`src/rtl/expr_op_sched.sv`:
```
// expr_op_sched: round-robin scheduler sharing one expression-operator unit among NREQ requesters.
// Define EXPR_SCHED_STATS_EN to add saturating op_count/err_count handshake counters.
module expr_op_sched #(
  parameter int WIDTH  = 32,
  parameter int NREQ   = 2,
  parameter int MC_LAT = 4
) (
  input  logic                    clock,
  input  logic                    reset,
  input  logic [NREQ-1:0]         req_valid,
  output logic [NREQ-1:0]         req_ready,
  input  logic [NREQ*5-1:0]       req_op,
  input  logic [NREQ*WIDTH-1:0]   req_a,
  input  logic [NREQ*WIDTH-1:0]   req_b,
  output logic                    rsp_valid,
  input  logic                    rsp_ready,
  output logic [1:0]              rsp_id,
  output logic [WIDTH-1:0]        rsp_data,
  output logic                    rsp_err,
`ifdef EXPR_SCHED_STATS_EN
  output logic [15:0]             op_count,
  output logic [15:0]             err_count,
`endif
  output logic                    busy
);
  localparam int CW = $clog2(MC_LAT);
  typedef enum logic [1:0] {IDLE, EXEC, RESP} state_t;
  state_t state, state_n;
  logic [1:0] last_grant, win, cand, id_q;
  logic [NREQ-1:0] rv;
  logic found, err, win_mc;
  logic [4:0] op_q, win_op;
  logic [WIDTH-1:0] a_q, b_q, res;
  logic [CW-1:0] cnt;
  always_comb begin
    win = '0;
    found = 1'b0;
    cand = '0;
    rv = '0;
    for (int k = 1; k <= NREQ; k++) begin
      cand = 2'((int'(last_grant) + k) % NREQ);
      rv = req_valid >> cand;
      if (!found && rv[0]) begin
        found = 1'b1;
        win = cand;
      end
    end
  end
  assign win_op    = 5'(req_op >> (5 * win));
  assign win_mc    = win_op inside {5'd8, 5'd9, 5'd10};
  assign req_ready = (state == IDLE && found && !reset) ? NREQ'(1) << win : '0;
  assign rsp_valid = state == RESP;
  assign busy      = state != IDLE;
  always_comb begin
    state_n = state;
    if (state == IDLE && found) state_n = EXEC;
    if (state == EXEC && cnt == '0) state_n = RESP;
    if (state == RESP && rsp_ready) state_n = IDLE;
  end
  always_comb begin
    res = '0;
    err = 1'b0;
    case (op_q)
      5'd0:  res = a_q;
      5'd1:  res = a_q ^ b_q;
      5'd2:  res = a_q & b_q;
      5'd3:  res = a_q | b_q;
      5'd4:  res = ~(a_q & b_q);
      5'd5:  res = ~(a_q ^ b_q);
      5'd6:  res = a_q + b_q;
      5'd7:  res = a_q - b_q;
      5'd8:  res = a_q * b_q;
      5'd9, 5'd10: begin
        res = (b_q == '0) ? '1 : (op_q == 5'd9) ? a_q / b_q : a_q % b_q;
        err = b_q == '0;
      end
      5'd11: res = (b_q >= WIDTH'(WIDTH)) ? '0 : a_q << b_q;
      5'd12: res = (b_q >= WIDTH'(WIDTH)) ? '0 : a_q >> b_q;
      5'd13: res = WIDTH'(a_q < b_q);
      5'd14: res = WIDTH'(a_q > b_q);
      5'd15: res = WIDTH'(a_q == b_q);
      5'd16: res = WIDTH'(a_q <= b_q);
      5'd17: res = WIDTH'(a_q >= b_q);
      5'd18: res = WIDTH'(a_q != b_q);
      5'd19: res = WIDTH'((a_q != '0) && (b_q != '0));
      5'd20: res = WIDTH'((a_q != '0) || (b_q != '0));
      5'd21: res = WIDTH'(&a_q);
      5'd22: res = WIDTH'(|a_q);
      5'd23: res = WIDTH'(^a_q);
      default: err = 1'b1;
    endcase
  end
  always_ff @(posedge clock) begin
    if (reset) begin
      state      <= IDLE;
      last_grant <= 2'(NREQ - 1);
      cnt        <= '0;
      op_q       <= '0;
      a_q        <= '0;
      b_q        <= '0;
      id_q       <= '0;
      rsp_id     <= '0;
      rsp_data   <= '0;
      rsp_err    <= 1'b0;
    end else begin
      state <= state_n;
      if (state == IDLE && found) begin
        op_q       <= win_op;
        a_q        <= WIDTH'(req_a >> (WIDTH * win));
        b_q        <= WIDTH'(req_b >> (WIDTH * win));
        id_q       <= win;
        last_grant <= win;
        cnt        <= win_mc ? CW'(MC_LAT - 1) : '0;
      end
      if (state == EXEC) begin
        cnt <= cnt - 1'b1;
        if (cnt == '0) begin
          rsp_data <= res;
          rsp_err  <= err;
          rsp_id   <= id_q;
        end
      end
    end
  end
`ifdef EXPR_SCHED_STATS_EN
  always_ff @(posedge clock) begin
    if (reset) begin
      op_count  <= '0;
      err_count <= '0;
    end else if (rsp_valid && rsp_ready) begin
      if (op_count != 16'hFFFF) op_count <= op_count + 1'b1;
      if (rsp_err && err_count != 16'hFFFF) err_count <= err_count + 1'b1;
    end
  end
`endif
endmodule

```
`config.mk`:
```
export PLATFORM = sky130hd
export DESIGN_NAME = expr_op_sched
export DESIGN_NICKNAME = d
export VERILOG_FILES = /design/src/rtl/expr_op_sched.sv
export SDC_FILE = /design/constraint.sdc
export NUM_CORES = 2
export LEC_CHECK = 0
export CORE_MARGIN = 2
export CORE_UTILIZATION = 35
export DETAILED_ROUTE_END_ITERATION = 7
export PLACE_DENSITY = 0.57
export SYNTH_ARGS = -nofsm -noshare
export SYNTH_HDL_FRONTEND = slang
export SYNTH_SLANG_ARGS = --single-unit
```
`constraint.sdc`:
```
create_clock -name clock -period 80.9 [get_ports clock]
set_input_delay 8.09 -clock clock [delete_from_list [all_inputs] [get_ports clock]]
set_output_delay 8.09 -clock clock [all_outputs]
set_load 0.02 [all_outputs]
```
==> impl_results.md <==
* Post-synthesis sequential area ratio at 3.66%
* Antenna-violating nets left at 0
* CTS tree: yes
* Layout Cells excl Fill at between 10k and 15k
* Multi-input logic area at 0.0537 mm2
* Synth top area share at 16.6%
* HP Class: reg2reg
* Slowest stage delay, CP at between 0.8 and 0.9 ns
* Post-synth net total at about 9.8k
* Die height at between 400 and 500 um
* EDFF count, synth at 0
* Synth Area in Compound Gates at 26.3%
* Clock Sinks at between 100 and 150
* Crit-path max FO at 35
* Register area at 0.00220 mm2
* Gp weighted congestion at approximately 1.1
* IO Count at between 150 and 200
* Num rows at around 150
* Placeable core region at 0.169 mm2
* Worst-margin pin slew at 1.56 ns
* Initial antenna violation count at 23
* Max clock buf depth at 2
* Final Net Count at 9907
* DR iter-0 viols at 8280
* Synthesized cell area at between 0.05 and 0.06 mm2
* Final HPWL DP at 256000 um
* Pre-CTS WS at -2.21 ns
* Max Cap Violations at 3
* Area leader, netlist: ha_1
* CTS Root Cell: clkbuf_16
* Area Growth Syn to Fin at 11.1%
* Largest net degree at the start of global routing at 88
* CP arrival at around 77 ns
* Max Slew Vio Count at 4
* Fill cells at 18.0k
* Total Routing Usage GR at 36.3%
* Post-synthesis mux area share at 2.82%
* Post-Syn Instances at about 8.4k
* Wire length per cell at approximately 30 um
* Failing checks: max-capacitance violations, max-slew violations
* Hold path startpoint: id_q[0]$_SDFFE_PP0P_
* Main combinational cell family by area after synthesis: adder cells
* Worst Setup SP: a_q[15]$_SDFFE_PP0P_
* Startpoint Class: register
* Most common cell on crit path: ha_1
* Slowest-stage cell, CP: nor4b_2
* Grt total ovfl at 0
* # hold bufs at CTS at 0
* Tmin final at 77.00 ns
* Final worst path period share at 95.2%
* Critical path data required time at 81.30 ns
* Post-Synth Adder-Cell Area at 30.4%
* #FFs+latches synth at 109
* Outcome: complete, but fails checks
* Share of layout cells above drive strength 1 at 8.23%
* Final worst slack at between 3 and 4 ns
* Count of input and output buffers at 180
* Vias/cell at 6.34
* Main area contributors after synthesis: ha_1 17%, fa_1 14%, nand2_1 7.2%
* Synth Area per Inst at slightly above 7 um2
* Clk pin slew, worst setup/hold paths at 0.11 ns
* First drt pass iteration count at 7
* Initial Util at a little over a third
* Ys Warns at 0
* Final hold viol count at 0
* H-tree depth at 3
* Chip Width at 417 um
* Final WL at 326000 um
* First-pass GRT wire length at 464000 um
* Number of global-route vias before repair at 65.9k
* Crit Path Class: reg2reg
* Commonest cells in the synthesized netlist: 1136 x nand2_1, 920 x nor2_1, 793 x ha_1, 702 x inv_1, 578 x a21oi_1
* Simple-Gate Fraction of Synth Area at 22.8%
* Slew headroom at -4.92%
* Clock Skews at 0.0441 ns
* CP Capture Type: register
* Top-count cell post-synth: nand2_1
* Worst reg2reg startpoint: a_q[15]$_SDFFE_PP0P_
* Max Clk Rate at 13.0 MHz
* Post-route DRC at 0
* Post-synth cell types at 109
* Dpl cells at roughly 11k
* Die area at 0.174 mm2
* Final setup fails at 0
* Clk_lat worst skew at 0.49 ns
* Vias at just under 70k
* Post-synth ARST share at 0%
* XOR/XNOR share of the synthesized area at under 10%
* Synth Flop Type: dfxtp_1
* TritonCTS buffer count at 9
[cell type report]
class / instances / share of cell area (%)
multi-input combinational: 7189 / 81.0
timing repair buffer: 537 / 6.86
tap: 2218 / 4.19
inverter: 714 / 4.09
sequential: 109 / 3.33
clock buffer: 9 / 0.340
clock inverter: 7 / 0.117
antenna: 12 / 0.0453
[flip-flops by register name (all words and copies together), names as in the netlist]
name	count
state	2
id_q	1
last_grant	1
rsp_id	1
rsp_err	1
rsp_data	32
b_q	32
cnt	2
a_q	32
op_q	5
[cell usage in the layout (no fill, tap or decap), drive strengths merged, types with 179 or more instances in the layout]
cell,Yosys,routed
nand2,1137,1137
fa,411,411
a21o,194,194
clkdlybuf4s50,0,179
inv,705,702
buf,89,358
a21oi,583,584
ha,793,793
nor2,921,921
o21ai,472,472
nor3,220,220
xnor2,309,309
[cells by family after synthesis]
logic type,after synthesis
mux,148
buf+inv,1138
flops,109
xor+xnor,463
simple gates,3028
other cells,1
compound gates,2344
fa+ha+maj,1204
[critical path: cells and delay by family (launching register included)]
family | cells | cell delay, ns
buffers and inverters | 24 | 4.71
flip-flops | 1 | 0.31
AND/OR/NAND/NOR | 84 | 17.30
AO/OA/AOI/OAI | 164 | 42.74
adder cells (fa/ha/maj) | 32 | 10.10
multiplexers | 4 | 1.53
[worst paths after layout]
path         cells after the start                         to  slack [ns]
min reg2reg                      1       id_q[0]$_SDFFE_PP0P_        0.50
max                            308  rsp_data[30]$_SDFFE_PP0P_        3.90
max reg2reg                    308  rsp_data[30]$_SDFFE_PP0P_        3.90
min                              1       id_q[0]$_SDFFE_PP0P_        0.50
[metal layers]
metal / GRT usage [%] / share of wire, % / wire length (um)
met1: 45.4 / 39 / 127000
met2: 56.2 / 43 / 140000
met3: 7.43 / 10 / 32500
met4: 24.6 / 8.0 / 26100
met5: 0 / 0.029 / 95
[timing repair]
action / CTS / global route
pin swaps: 0 / 4
buffers inserted: 0 / 23
cloned: 0 / 1
resized for setup: 13 / 88
endpoints found under the setup margin: 32 / 32
[per-stage QoR]
stage / instance area [um2] / utilization [%] / setup TNS [ns] / hold slack, ns
after floorplan: 59600 / - / 0 / 0.460
after global placement: 65300 / 38.6 / -9.13 / 0.468
after detailed placement: 65300 / 38.6 / -43.65 / 0.478
after CTS: 65700 / 38.8 / 0 / 0.499
after global routing: 66200 / 39.1 / -0.433 / 0.524
final: 66200 / 39.1 / 0 / 0.501
Power is left out: the tool's default activity adds up to more than one toggle a clock period on the data nets, which glitch-free logic cannot reach.
